## src/rtl/qea_host_pkg.sv

```systemverilog
// Shared types and constants for the QEA host sequencer: FSM encoding, widths,
// fixed-point one, and the state-RAM row count helper.
package qea_host_pkg;

  localparam int PE_NUM                  = 4;
  localparam int DATA_WIDTH              = 32;
  localparam int STATE_DATA_WIDTH        = 64;
  localparam int STATE_ADDR_WIDTH        = 16;
  localparam int GATE_CONTEXT_DATA_WIDTH = 64;
  localparam int GATE_CONTEXT_ADDR_WIDTH = 16;
  localparam int MAX_QBIT_WIDTH          = 6;
  localparam int NUM_FRAC_BIT            = 30;
  localparam int CNT_WIDTH               = 32;
  localparam int DEF_TIMEOUT_CYCLES      = 1000000;

  localparam logic [DATA_WIDTH-1:0] Q_ONE = DATA_WIDTH'(1) << NUM_FRAC_BIT;

  typedef enum logic [2:0] {
    ST_IDLE,
    ST_LOAD_CTX,
    ST_CLR_STATE,
    ST_START,
    ST_RUN,
    ST_DONE
  } qea_state_e;

  // Each state-RAM row holds PE_NUM amplitudes, so q qubits need 2**(q-2) rows,
  // clamped to the addressable range of the state RAM.
  function automatic logic [STATE_ADDR_WIDTH:0] state_rows(input logic [MAX_QBIT_WIDTH-1:0] q);
    logic [STATE_ADDR_WIDTH:0] r;
    if (q < MAX_QBIT_WIDTH'(2))
      r = {{STATE_ADDR_WIDTH{1'b0}}, 1'b1};
    else if (int'(q) >= STATE_ADDR_WIDTH + 2)
      r = {1'b1, {STATE_ADDR_WIDTH{1'b0}}};
    else
      r = {{STATE_ADDR_WIDTH{1'b0}}, 1'b1} << (q - MAX_QBIT_WIDTH'(2));
    return r;
  endfunction

endpackage

```

## src/rtl/qea_host_sequencer_if.sv

```systemverilog
// Bus between the host sequencer, its context stream source and the QEA core.
interface qea_host_sequencer_if;
  import qea_host_pkg::*;

  // Context stream: a beat transfers on a rising edge where s_ctx_valid and
  // s_ctx_ready are both high; the source holds s_ctx_data while valid waits,
  // and s_ctx_ready never depends on s_ctx_valid.
  logic                               s_ctx_valid;
  logic                               s_ctx_ready;
  logic [GATE_CONTEXT_DATA_WIDTH-1:0] s_ctx_data;

  logic                               o_ctx_en;
  logic                               o_ctx_wea;
  logic [GATE_CONTEXT_ADDR_WIDTH-1:0] o_ctx_addr;
  logic [GATE_CONTEXT_DATA_WIDTH-1:0] o_ctx_data;
  logic                               o_state_ena;
  logic                               o_state_wea;
  logic [STATE_ADDR_WIDTH-1:0]        o_state_addra;
  logic [PE_NUM*STATE_DATA_WIDTH-1:0] o_state_dina;
  logic [MAX_QBIT_WIDTH-1:0]          o_qbit_num;
  logic                               o_qea_start;
  logic                               i_qea_complete;

  modport master (
    input  s_ctx_valid, s_ctx_data, i_qea_complete,
    output s_ctx_ready, o_ctx_en, o_ctx_wea, o_ctx_addr, o_ctx_data,
           o_state_ena, o_state_wea, o_state_addra, o_state_dina,
           o_qbit_num, o_qea_start
  );

  modport slave (
    output s_ctx_valid, s_ctx_data, i_qea_complete,
    input  s_ctx_ready, o_ctx_en, o_ctx_wea, o_ctx_addr, o_ctx_data,
           o_state_ena, o_state_wea, o_state_addra, o_state_dina,
           o_qbit_num, o_qea_start
  );
endinterface

```

## src/rtl/qea_ctx_writer.sv

```systemverilog
// Turns the context stream into registered writes to the QEA context RAM at
// consecutive addresses starting from 0 each time the writer is activated.
module qea_ctx_writer
  import qea_host_pkg::*;
(
  input  logic                               clk,
  input  logic                               rst,
  input  logic                               active,
  input  logic [GATE_CONTEXT_ADDR_WIDTH:0]   ins_num,
  input  logic                               s_valid,
  output logic                               s_ready,
  input  logic [GATE_CONTEXT_DATA_WIDTH-1:0] s_data,
  output logic                               last_beat,
  output logic                               ctx_en,
  output logic                               ctx_wea,
  output logic [GATE_CONTEXT_ADDR_WIDTH-1:0] ctx_addr,
  output logic [GATE_CONTEXT_DATA_WIDTH-1:0] ctx_data
);
  localparam int BW = GATE_CONTEXT_ADDR_WIDTH + 1;

  logic [BW-1:0] beat_q;
  logic          fire;

  assign s_ready   = active;
  assign fire      = s_valid && s_ready;
  assign last_beat = fire && (beat_q == ins_num - BW'(1));

  always_ff @(posedge clk) begin
    if (rst) begin
      beat_q   <= '0;
      ctx_en   <= 1'b0;
      ctx_wea  <= 1'b0;
      ctx_addr <= '0;
      ctx_data <= '0;
    end else begin
      ctx_en  <= fire;
      ctx_wea <= fire;
      if (fire) begin
        ctx_addr <= beat_q[GATE_CONTEXT_ADDR_WIDTH-1:0];
        ctx_data <= s_data;
      end
      // Counter rests at 0 whenever the writer is idle, so every load starts at address 0.
      if (!active)
        beat_q <= '0;
      else if (fire)
        beat_q <= beat_q + BW'(1);
    end
  end
endmodule

```

## src/rtl/qea_host_sequencer.sv

```systemverilog
// Host sequencer for the QEA core: loads context RAM, clears state RAM to |0..0>,
// starts the core and times the run. QEA_TIMEOUT_EN enables a run watchdog.
module qea_host_sequencer
  import qea_host_pkg::*;
#(
  parameter int unsigned TIMEOUT_CYCLES = DEF_TIMEOUT_CYCLES
)
(
  input  logic                             clk,
  input  logic                             rst,
  input  logic                             cmd_start,
  input  logic [MAX_QBIT_WIDTH-1:0]        cmd_qbit_num,
  input  logic [GATE_CONTEXT_ADDR_WIDTH:0] cmd_ins_num,
  qea_host_sequencer_if.master             bus,
  output logic                             o_busy,
  output logic                             o_done,
  output logic                             o_error,
  output logic [CNT_WIDTH-1:0]             o_cycle_count,
  output qea_state_e                       state_dbg
);
  localparam int SW = PE_NUM * STATE_DATA_WIDTH;

  qea_state_e                       state, next_state;
  logic [GATE_CONTEXT_ADDR_WIDTH:0] ins_q;
  logic [CNT_WIDTH-1:0]             cnt_q;
  logic                             first_q;
  logic                             last_beat, bad_cmd, last_row, complete_ok, timeout_hit;
  logic [STATE_ADDR_WIDTH:0]        rows;
  logic                             state_ena_d, start_d, done_d;
  logic [STATE_ADDR_WIDTH-1:0]      addra_d;
  logic [SW-1:0]                    dina_d;

  assign state_dbg   = state;
  assign o_busy      = (state != ST_IDLE);
  assign bad_cmd     = (state == ST_IDLE) && cmd_start && (cmd_qbit_num < MAX_QBIT_WIDTH'(2));
  assign rows        = state_rows(bus.o_qbit_num);
  assign last_row    = ({1'b0, bus.o_state_addra} == rows - (STATE_ADDR_WIDTH + 1)'(1));
  // The cycle right after the start pulse may still see complete from the previous run.
  assign complete_ok = bus.i_qea_complete && !first_q;

`ifdef QEA_TIMEOUT_EN
  assign timeout_hit = (cnt_q == CNT_WIDTH'(TIMEOUT_CYCLES));
`else
  assign timeout_hit = 1'b0;
`endif

  qea_ctx_writer u_ctx_writer (
    .clk       (clk),
    .rst       (rst),
    .active    (state == ST_LOAD_CTX),
    .ins_num   (ins_q),
    .s_valid   (bus.s_ctx_valid),
    .s_ready   (bus.s_ctx_ready),
    .s_data    (bus.s_ctx_data),
    .last_beat (last_beat),
    .ctx_en    (bus.o_ctx_en),
    .ctx_wea   (bus.o_ctx_wea),
    .ctx_addr  (bus.o_ctx_addr),
    .ctx_data  (bus.o_ctx_data)
  );

  always_ff @(posedge clk) begin
    if (rst) state <= ST_IDLE;
    else     state <= next_state;
  end

  always_comb begin
    next_state = state;
    unique case (state)
      ST_IDLE:      if (cmd_start && !bad_cmd)
                      next_state = (cmd_ins_num == '0) ? ST_CLR_STATE : ST_LOAD_CTX;
      ST_LOAD_CTX:  if (last_beat) next_state = ST_CLR_STATE;
      ST_CLR_STATE: if (last_row) next_state = ST_START;
      ST_START:     next_state = ST_RUN;
      ST_RUN:       if (complete_ok || timeout_hit) next_state = ST_DONE;
      ST_DONE:      next_state = ST_IDLE;
      default:      next_state = ST_IDLE;
    endcase
  end

  // Registered outputs line up with the state they belong to: state-RAM writes
  // occupy the CLR_STATE cycles and the start pulse occupies the START cycle.
  always_comb begin
    state_ena_d = 1'b0;
    addra_d     = '0;
    dina_d      = '0;
    if (next_state == ST_CLR_STATE) begin
      state_ena_d = 1'b1;
      if (state == ST_CLR_STATE)
        addra_d = bus.o_state_addra + STATE_ADDR_WIDTH'(1);
      else
        dina_d[SW-1 -: STATE_DATA_WIDTH] = {Q_ONE, {DATA_WIDTH{1'b0}}};
    end
    start_d = (next_state == ST_START);
    done_d  = (next_state == ST_DONE) || bad_cmd;
  end

  always_ff @(posedge clk) begin
    if (rst) begin
      bus.o_state_ena   <= 1'b0;
      bus.o_state_wea   <= 1'b0;
      bus.o_state_addra <= '0;
      bus.o_state_dina  <= '0;
      bus.o_qea_start   <= 1'b0;
      bus.o_qbit_num    <= '0;
      ins_q             <= '0;
      cnt_q             <= '0;
      first_q           <= 1'b0;
      o_done            <= 1'b0;
      o_error           <= 1'b0;
      o_cycle_count     <= '0;
    end else begin
      bus.o_state_ena   <= state_ena_d;
      bus.o_state_wea   <= state_ena_d;
      bus.o_state_addra <= addra_d;
      bus.o_state_dina  <= dina_d;
      bus.o_qea_start   <= start_d;
      o_done            <= done_d;
      first_q           <= (state == ST_START);
      if (state == ST_IDLE && cmd_start) begin
        bus.o_qbit_num <= cmd_qbit_num;
        ins_q          <= cmd_ins_num;
        o_error        <= bad_cmd;
      end
      if (state == ST_START)
        cnt_q <= CNT_WIDTH'(1);
      else if (state == ST_RUN && !(&cnt_q))
        cnt_q <= cnt_q + CNT_WIDTH'(1);
      if (state == ST_RUN) begin
        if (complete_ok) begin
          o_cycle_count <= cnt_q;
        end else if (timeout_hit) begin
          o_cycle_count <= cnt_q;
          o_error       <= 1'b1;
        end
      end
    end
  end
endmodule

```

## src/flat_wrapper.sv

```systemverilog
// flat-port wrapper written by rule: the top's interface ports become plain ports
module qea_host_sequencer_flat import qea_host_pkg::*;
#(
  parameter int unsigned TIMEOUT_CYCLES = DEF_TIMEOUT_CYCLES
)
  (clk, rst, cmd_start, cmd_qbit_num, cmd_ins_num, o_busy, o_done, o_error, o_cycle_count, state_dbg, bus_s_ctx_valid, bus_s_ctx_data, bus_i_qea_complete, bus_s_ctx_ready, bus_o_ctx_en, bus_o_ctx_wea, bus_o_ctx_addr, bus_o_ctx_data, bus_o_state_ena, bus_o_state_wea, bus_o_state_addra, bus_o_state_dina, bus_o_qbit_num, bus_o_qea_start);
  qea_host_sequencer_if bus_i ();
  input  logic clk;
  input  logic rst;
  input  logic cmd_start;
  input  logic [MAX_QBIT_WIDTH-1:0] cmd_qbit_num;
  input  logic [GATE_CONTEXT_ADDR_WIDTH:0] cmd_ins_num;
  output logic o_busy;
  output logic o_done;
  output logic o_error;
  output logic [CNT_WIDTH-1:0] o_cycle_count;
  output qea_state_e state_dbg;
  input wire logic [$bits(bus_i.s_ctx_valid)-1:0] bus_s_ctx_valid;
  input wire logic [$bits(bus_i.s_ctx_data)-1:0] bus_s_ctx_data;
  input wire logic [$bits(bus_i.i_qea_complete)-1:0] bus_i_qea_complete;
  output wire logic [$bits(bus_i.s_ctx_ready)-1:0] bus_s_ctx_ready;
  output wire logic [$bits(bus_i.o_ctx_en)-1:0] bus_o_ctx_en;
  output wire logic [$bits(bus_i.o_ctx_wea)-1:0] bus_o_ctx_wea;
  output wire logic [$bits(bus_i.o_ctx_addr)-1:0] bus_o_ctx_addr;
  output wire logic [$bits(bus_i.o_ctx_data)-1:0] bus_o_ctx_data;
  output wire logic [$bits(bus_i.o_state_ena)-1:0] bus_o_state_ena;
  output wire logic [$bits(bus_i.o_state_wea)-1:0] bus_o_state_wea;
  output wire logic [$bits(bus_i.o_state_addra)-1:0] bus_o_state_addra;
  output wire logic [$bits(bus_i.o_state_dina)-1:0] bus_o_state_dina;
  output wire logic [$bits(bus_i.o_qbit_num)-1:0] bus_o_qbit_num;
  output wire logic [$bits(bus_i.o_qea_start)-1:0] bus_o_qea_start;
  assign bus_i.s_ctx_valid = bus_s_ctx_valid;
  assign bus_i.s_ctx_data = bus_s_ctx_data;
  assign bus_i.i_qea_complete = bus_i_qea_complete;
  assign bus_s_ctx_ready = bus_i.s_ctx_ready;
  assign bus_o_ctx_en = bus_i.o_ctx_en;
  assign bus_o_ctx_wea = bus_i.o_ctx_wea;
  assign bus_o_ctx_addr = bus_i.o_ctx_addr;
  assign bus_o_ctx_data = bus_i.o_ctx_data;
  assign bus_o_state_ena = bus_i.o_state_ena;
  assign bus_o_state_wea = bus_i.o_state_wea;
  assign bus_o_state_addra = bus_i.o_state_addra;
  assign bus_o_state_dina = bus_i.o_state_dina;
  assign bus_o_qbit_num = bus_i.o_qbit_num;
  assign bus_o_qea_start = bus_i.o_qea_start;
  qea_host_sequencer #(.TIMEOUT_CYCLES(TIMEOUT_CYCLES)) u_core (.clk(clk), .rst(rst), .cmd_start(cmd_start), .cmd_qbit_num(cmd_qbit_num), .cmd_ins_num(cmd_ins_num), .bus(bus_i), .o_busy(o_busy), .o_done(o_done), .o_error(o_error), .o_cycle_count(o_cycle_count), .state_dbg(state_dbg));
endmodule
```

## config.mk

```make
export PLATFORM = sky130hd
export DESIGN_NAME = qea_host_sequencer_flat
export DESIGN_NICKNAME = d
export VERILOG_FILES = /design/src/rtl/qea_host_pkg.sv /design/src/rtl/qea_host_sequencer_if.sv /design/src/rtl/qea_ctx_writer.sv /design/src/rtl/qea_host_sequencer.sv /design/src/flat_wrapper.sv
export SDC_FILE = /design/constraint.sdc
export NUM_CORES = 1
export LEC_CHECK = 0
export CORE_AREA = 2 2 195 197
export DETAILED_ROUTE_END_ITERATION = 16
export DIE_AREA = 0 0 197 199
export PLACE_DENSITY_LB_ADDON = 0.2
export SYNTH_ARGS = -nofsm -noshare
export SYNTH_HDL_FRONTEND = slang
export SYNTH_SLANG_ARGS = --single-unit
```

## constraint.sdc

```tcl
create_clock -name clk -period 7.45 [get_ports clk]
set_input_delay 1.1175 -clock clk [delete_from_list [all_inputs] [get_ports clk]]
set_output_delay 1.1175 -clock clk [all_outputs]
set_load 0.005 [all_outputs]
```

==> results of run 1 <==
## critical path: cells and delay by family, from the launching register on
kind                       cells  cell delay (ns)
adders and majority gates      2             0.65
AOI/OAI and AO/OA              5             1.15
buffers and inverters          2             0.30
DFF                            1             0.65
muxes                          1             0.34
and+or+nand+nor                4             1.51
## power by group through the flow
stage | Clock (mW) | Sequential (mW) | Combinational (mW)
global route | 1.42 | 1.18 | 0.403
global placement | 0 | 1.20 | 0.358
finish | 1.33 | 1.17 | 0.362
floorplan | 0 | 1.19 | 0.316
CTS | 1.38 | 1.17 | 0.359
detailed placement | 0 | 1.20 | 0.357
## metal layers
metal	GRT usage, %	share of wire (%)	vias up
met1	21.4	45	4586
met2	25.4	47	327
met4	3.84	1.8	2
met5	0	0.034	-
li1	-	-	4897
met3	2.81	5.9	46
## cells by family after synthesis
group	Yosys count	synth area share, %
and+or+nand+nor	580	23.0
buffers and inverters	366	20.4
AOI/OAI and AO/OA	257	12.7
DFF	210	36.4
xor gates and xnor gates	81	6.15
muxes	7	0.629
adders and majority gates	6	0.651
other	1	0.0325
## layout by cell type (no fill, tap or decap), types with 4 or more instances in the layout
cell type	count
o21ai_0	22
nor4_1	16
and3_1	15
clkinv_2	5
nand3b_1	4
mux2i_1	5
or3_1	17
dfxtp_1	210
o31a_1	4
or3b_2	4
nor2_1	76
and2_1	8
clkbuf_16	27
buf_4	9
xnor2_1	35
a21oi_1	176
nand2_1	323
nor3b_1	4
nand4_1	17
o21ai_1	4
a31oi_1	11
xor2_1	46
ha_1	6
nand2b_1	5
nand3_1	41
clkbuf_8	7
o21a_1	4
conb_1	255
and4_1	6
clkdlybuf4s50_1	237
nor3_1	20
inv_1	29
## through the flow
| step | std cells | util (%) | instance area, um2 | power, mW | hold slack, ns |
|---|---|---|---|---|---|
| floorplan | 1762 | - | 12500 | 1.50 | 0.448 |
| global placement | 2145 | 35.8 | 13300 | 1.55 | 0.441 |
| detailed placement | 2145 | 35.8 | 13300 | 1.55 | 0.446 |
| CTS | 2191 | 38.2 | 14200 | 2.91 | 0.454 |
| global route | 2191 | 38.2 | 14200 | 3.00 | 0.467 |
| finish | 2193 | 38.2 | 14200 | 2.87 | 0.450 |
## cells in the mapped netlist, drive strengths merged (4+ instances only)
cell type  number  share of area, %
o21a            4              0.26
clkbuf         72               2.4
a2111oi         4              0.36
o31a            4              0.30
ha              6              0.65
or2             4              0.22
or3            17              0.92
inv            29              0.94
a21oi         176               7.6
and3           15              0.81
xnor2          35               2.7
dfxtp         210                36
nand3b          4              0.26
nand2         324                11
and4            6              0.46
xor2           46               3.5
o21ai          27               1.3
buf           265                17
nor4           18               1.1
nor2           77               2.5
nand4          17              0.92
nand3          41               1.8
nor3           21               1.0
nor3b           4              0.26
or3b            5              0.38
nand2b          5              0.27
and2            8              0.43
mux2i           5              0.43
a31oi          11              0.60
## worst max-delay path by stage
| stage | from | end | depth (start not counted) |
|---|---|---|---|
| after global routing | u_core.bus.o_qbit_num[1]$_SDFFE_PP0P_ | u_core.bus.o_state_addra[0]$_SDFF_PP0_ | 15 |
| after floorplan | u_core.bus.o_qbit_num[1]$_SDFFE_PP0P_ | u_core.bus.o_state_addra[1]$_SDFF_PP0_ | 15 |
| after detailed placement | u_core.bus.o_qbit_num[1]$_SDFFE_PP0P_ | u_core.bus.o_state_addra[1]$_SDFF_PP0_ | 14 |
| after global placement | u_core.bus.o_qbit_num[1]$_SDFFE_PP0P_ | u_core.bus.o_state_addra[1]$_SDFF_PP0_ | 14 |
| after CTS | u_core.bus.o_qbit_num[1]$_SDFFE_PP0P_ | u_core.bus.o_state_addra[1]$_SDFF_PP0_ | 14 |
| final | u_core.bus.o_qbit_num[1]$_SDFFE_PP0P_ | u_core.bus.o_state_addra[1]$_SDFF_PP0_ | 14 |
## flip-flops by register name, indices dropped and copies added (netlist names), 3 cells and up
| signal | count |
|---|---|
| u_core.cnt_q | 32 |
| u_core.u_ctx_writer.ctx_addr | 16 |
| u_core.bus.o_state_addra | 16 |
| u_core.u_ctx_writer.ctx_data | 64 |
| u_core.ins_q | 17 |
| u_core.o_cycle_count | 32 |
| u_core.state_dbg | 3 |
| u_core.bus.o_qbit_num | 6 |
| u_core.u_ctx_writer.beat_q | 17 |
## area by class of cell
class	instances	area share [%]
clock inverter	10	0.925
tap	474	4.18
timing repair buffer	246	17.2
clock buffer	36	5.49
multi-input combinational	1186	41.8
sequential	210	29.6
inverter	29	0.766
antenna	2	0.0352
==> results.ini, run 1 <==
[job]
cap_violations = 0

[worst_setup_path]
cp.required_ns = 7.87
r2r_end = u_core.bus.o_state_addra[1]$_SDFF_PP0_
path_class = reg2reg
reg2reg_from = u_core.bus.o_qbit_num[1]$_SDFFE_PP0P_
crit_slowest_cell = dfxtp_1
slowest_delay_ns = 0.65
worstPathCellList = inv_1 -> ha_1 -> or2_0 -> o21ai_4 -> a21oi_1 -> or3_1 -> ha_1 -> inv_1 -> a211o_1 -> mux2_2 -> o221ai_1 -> o21ai_0 -> or4_4 -> and4_1
cp_max_fo = 17
cp-end-kind = register
reg2reg_slack_ns = 2.74
r2r_cells = 14
worstPathArrival_ns = 5.13
start_kind = register

[final_layout]
nets = 1797
ff_latch_area_mm2 = 0.00420
multi_input_area_mm2 = 0.00594
n_fill_cell = 3855
area_growth_pct = 23.1
drive_gt1_share_pct = 4.25

[clocking]
numCtsBuffers = 26
cts.htree.levels = 1
cts-resized-gates = 0
tritoncts = built
postCtsSetupBuffers = 0
clk_pin_slew_ns = 0.06
clock_path_buffers = 3
clock-root-buffer = clkbuf_16
cts.sinks = 210
insertion_delay_ns = 0.53
ctsHoldBuffers = 0

[timing]
period_needed_ns = 4.71
final-hold-violation-count = 0
tightest_slew_ns = 1.03
max_clock_freq_mhz = 212
finalCritPeriodShare_pct = 63.2
timing.slew.headroom_pct = 31.0
setup_ws_ns = 2.74
setup-violations-final = 0
skew_ns = 0.0106
fin_setup_tns_ns = 0
drv_slew = 0
rsz0062_at_grt = false

[power_and_ir_drop]
p_seq_share_pct = 40.9
ir_worst_vdd_mv = 0.162
p_leak_nw = 5.38
powerDensity_mw_per_mm2 = 202
p_comb_share_pct = 12.6
p_int_mw = 2.13
power.switching_uw = 739
p_clk_share_pct = 46.5
power.switching_fraction_pct = 25.8

[global_routing]
antenna_found_initial = 3
grt_pass1_wl_um = 49100
grt_overflow = 0
grt_max_degree = 82
grt_pass1_vias = 8637
grt_usage_pct = 15.6

[hold_path]
holdCritStartpoint = u_core.u_ctx_writer.ctx_data[10]$_SDFFE_PP0P_
hold_path_class = reg2reg
hold_end = u_core.u_ctx_writer.ctx_data[10]$_SDFFE_PP0P_
hold_depth = 2

[yosys]
ys_types = 72
synth.avg_cell_area_um2 = 7.65
async_flop_share_pct = 0
netlist_area_mm2 = 0.0115
synth-seq-area-share_pct = 36.4
yosys_register_bits = 210
synthFlopType = dfxtp_1
synth_edf_count = 0
syn-instance-count = 1508
ys_warn_count = 0

[die]
dieArea_mm2 = 0.0392
die_h_um = 199
rows = 71
coreArea_mm2 = 0.0371
start_util_pct = 31.1
io-pin-count = 494
die_width_um = 197

[detailed_routing]
drc = 0
drtIter0Drc = 512
drt-total-wl_um = 32700
dr_total_vias = 9858
viasPerCell = 4.50
antenna_left = 0
avgRoutedWirePerCell_um = 14.9
first_pass_iters = 5

[placement]
portBuffers = 238
pre_cts_slack_ns = 2.82
place.detailed.hpwl_um = 23800
globalplace.congestion = 0.836

[outcome]
status = finished, final reports clean

No activity file was read; power rests on OpenSTA's default activity.
==> run 2: changes to the inputs <==
--- a/config.mk
+++ b/config.mk
@@ -5,9 +5,9 @@
 export SDC_FILE = /design/constraint.sdc
 export NUM_CORES = 1
 export LEC_CHECK = 0
-export CORE_AREA = 2 2 195 197
+export CORE_AREA = 2 2 191 193
 export DETAILED_ROUTE_END_ITERATION = 16
-export DIE_AREA = 0 0 197 199
+export DIE_AREA = 0 0 193 195
 export PLACE_DENSITY_LB_ADDON = 0.2
 export SYNTH_ARGS = -nofsm -noshare
 export SYNTH_HDL_FRONTEND = slang
==> constraint.sdc (replaced) <==
create_clock -name clk -period 3.9 [get_ports clk]
set_input_delay 0.585 -clock clk [delete_from_list [all_inputs] [get_ports clk]]
set_output_delay 0.585 -clock clk [all_outputs]
set_load 0.005 [all_outputs]
==> results.ini, run 2 (synthesis results as in run 1) <==
[timing]
setup-violations-final = 0  ; unchanged
max_clock_freq_mhz = 275  ; +30%
final-hold-violation-count = 0  ; unchanged
fin_setup_tns_ns = 0  ; unchanged
period_needed_ns = 3.63  ; -1.08 ns
rsz0062_at_grt = false
drv_slew = 0  ; unchanged
hold_ws_ns = 0.450  ; +0.000122 ns
timing.slew.headroom_pct = 36.8  ; +5.8 points
tightest_slew_ns = 0.944  ; -0.0869 ns
skew_ns = 0.0276  ; +0.0170 ns
finalCritPeriodShare_pct = 93.1  ; +30 points

[placement]
place.detailed.hpwl_um = 23800  ; -0.35%
globalplace.congestion = 0.844  ; +0.96%
dp.cells = 2158  ; +0.61%
portBuffers = 238  ; unchanged

[final_layout]
area_growth_pct = 23.9
instances_no_fill = 2200  ; +0.32%
reg.largest.list = u_core.u_ctx_writer.ctx_data: 64 flops, u_core.cnt_q: 32 flops, u_core.o_cycle_count: 32 flops
largest_register_ffs = 64  ; unchanged
final_cell_mix = 323 x nand2_1, 255 x conb_1, 237 x clkdlybuf4s50_1
final_util_pct = 40.4  ; +2.1 points
final_common_cell = nand2_1
drive_gt1_share_pct = 5.52  ; +1.3 points
top_register = u_core.u_ctx_writer.ctx_data
nets = 1822  ; +1.4%

[die]
dieArea_mm2 = 0.0376  ; -4.0%
die_h_um = 195  ; -2.0%
rows = 69  ; -2.8%
io-pin-count = 494  ; unchanged
coreArea_mm2 = 0.0354  ; -4.7%
die_width_um = 193  ; -2.0%
start_util_pct = 32.6  ; +1.5 points

[clocking]
tritoncts = built
cts.htree.levels = 1  ; unchanged
clock_path_buffers = 3  ; unchanged
ctsHoldBuffers = 0  ; unchanged
cts.sinks = 210  ; unchanged
numCtsBuffers = 25  ; -3.8%
cts-resized-gates = 0  ; unchanged
clock-root-buffer = clkbuf_16
postCtsSetupBuffers = 0  ; unchanged
insertion_delay_ns = 0.54  ; about the same
clk_pin_slew_ns = 0.06  ; about the same

[global_routing]
grt_max_degree = 82  ; unchanged
grt_pass1_vias = 8852  ; +2.5%
grt_usage_pct = 16.1  ; +0.55 points
antenna_found_initial = 1  ; -2
grt_pass1_wl_um = 49000  ; -0.17%
grt_overflow = 0  ; unchanged

[worst_setup_path]
cp_max_fo = 11  ; -6
worstPathCellList = inv_1 -> ha_1 -> or2_1 -> o21ai_4 -> a21oi_2 -> or3_1 -> ha_4 -> inv_1 -> a211o_1 -> mux2_2 -> o221ai_1 -> o21ai_0 -> or4_4 -> and4_1
worstPathArrival_ns = 4.05  ; -1.08 ns
slowest_delay_ns = 0.54  ; -0.11 ns
path_class = reg2reg
path_common_cell = inv_1
cp.required_ns = 4.32  ; -3.55 ns
crit_slowest_cell = or4_4
cp-end-kind = register
start_kind = register
cp_top_family = simple AND/OR/NAND/NOR gates
worst-path-buf-inv = 2  ; unchanged

[detailed_routing]
drc = 0  ; unchanged
dr_total_vias = 9889  ; +0.31%
viasPerCell = 4.50  ; about the same
avgRoutedWirePerCell_um = 14.6  ; -2.1%
antenna_left = 0  ; unchanged
wl_met3_um = 1810  ; -6.2%
met2_length_um = 15800  ; +3.2%
met1Wirelength_um = 13500  ; -9.0%
drt-total-wl_um = 32100  ; -1.8%
drtIter0Drc = 508  ; -0.78%
top_layer = met4
first_pass_iters = 5  ; unchanged

[hold_path]
hold_path_class = reg2reg

[power_and_ir_drop]
powerDensity_mw_per_mm2 = 367  ; +82%
finalPower_mw = 5.24  ; +83%
ir_worst_vdd_mv = 0.309  ; +91%
p_leak_nw = 5.46  ; +1.5%

[outcome]
status = finished, final reports clean

[job]
cap_violations = 0  ; unchanged

-- run 2: cell types whose count changed in the layout (fill, tap and decap cells not counted), sizes merged --
cell,change
buf,+26
clkinv,-4
bufinv,-3
clkbuf,+2
clkinvlp,-1
diode,-1
inv,+1
-- run 2: layout make-up --
| class | instances | area [um2] |
|---|---|---|
| clock inverters | 3 | 33.8 |
| inverters | 29 | 109 |
| multi-input cells | 1186 | 5960 |
| repair buffers | 272 | 2640 |
| diodes | 1 | 2.50 |
| well taps | 461 | 577 |
| fillers | 3692 | 21100 |
| flip-flops and latches | 210 | 4210 |
| clock buffers | 38 | 774 |
-- run 2: metrics by stage --
| stage | area [um2] | setup WS [ns] |
|---|---|---|
| 3_5_place_dp | 13500 | 0.118 |
| 5_1_grt | 14300 | 0.0501 |
| 6_report | 14300 | 0.268 |
| 4_1_cts | 14300 | 0.105 |
| 2_1_floorplan | 12500 | 0.0239 |
| 3_3_place_gp | 13500 | 0.134 |
-- run 2: per-layer routing --
metal,global-route usage [%],up-vias
met1,20.6,4605
met5,0,-
met3,2.80,56
li1,-,4929
met4,5.02,0
met2,27.5,299
-- run 2: worst register-to-register path, cell delays in order, from the launching register on --
cell	delay, ns
dfxtp_2	0.33
inv_1	0.05
ha_1	0.19
or2_1	0.31
o21ai_4	0.19
a21oi_2	0.08
or3_1	0.41
ha_4	0.23
inv_1	0.12
a211o_1	0.16
mux2_2	0.34
o221ai_1	0.22
o21ai_0	0.13
or4_4	0.54
and4_1	0.22
-- run 2: where the power goes --
group / switching (mW) / internal (mW) / leakage (nW) / total, mW
registers: 0.0390 / 2.19 / 1.70 / 2.23
logic: 0.412 / 0.316 / 3.36 / 0.728
clock network: 0.922 / 1.36 / 0.401 / 2.28
-- run 2: path summary, 6_finish.rpt --
path                                               from                                endpoint  slack (ns)  cells after the start
setup / recovery  u_core.bus.o_qbit_num[1]$_SDFFE_PP0P_  u_core.bus.o_state_addra[1]$_SDFF_PP0_        0.27                     14
hold / removal    u_core.o_cycle_count[11]$_SDFFE_PP0P_   u_core.o_cycle_count[11]$_SDFFE_PP0P_        0.45                      2
setup reg to reg  u_core.bus.o_qbit_num[1]$_SDFFE_PP0P_  u_core.bus.o_state_addra[1]$_SDFF_PP0_        0.27                     14
hold reg to reg   u_core.o_cycle_count[11]$_SDFFE_PP0P_   u_core.o_cycle_count[11]$_SDFFE_PP0P_        0.45                      2
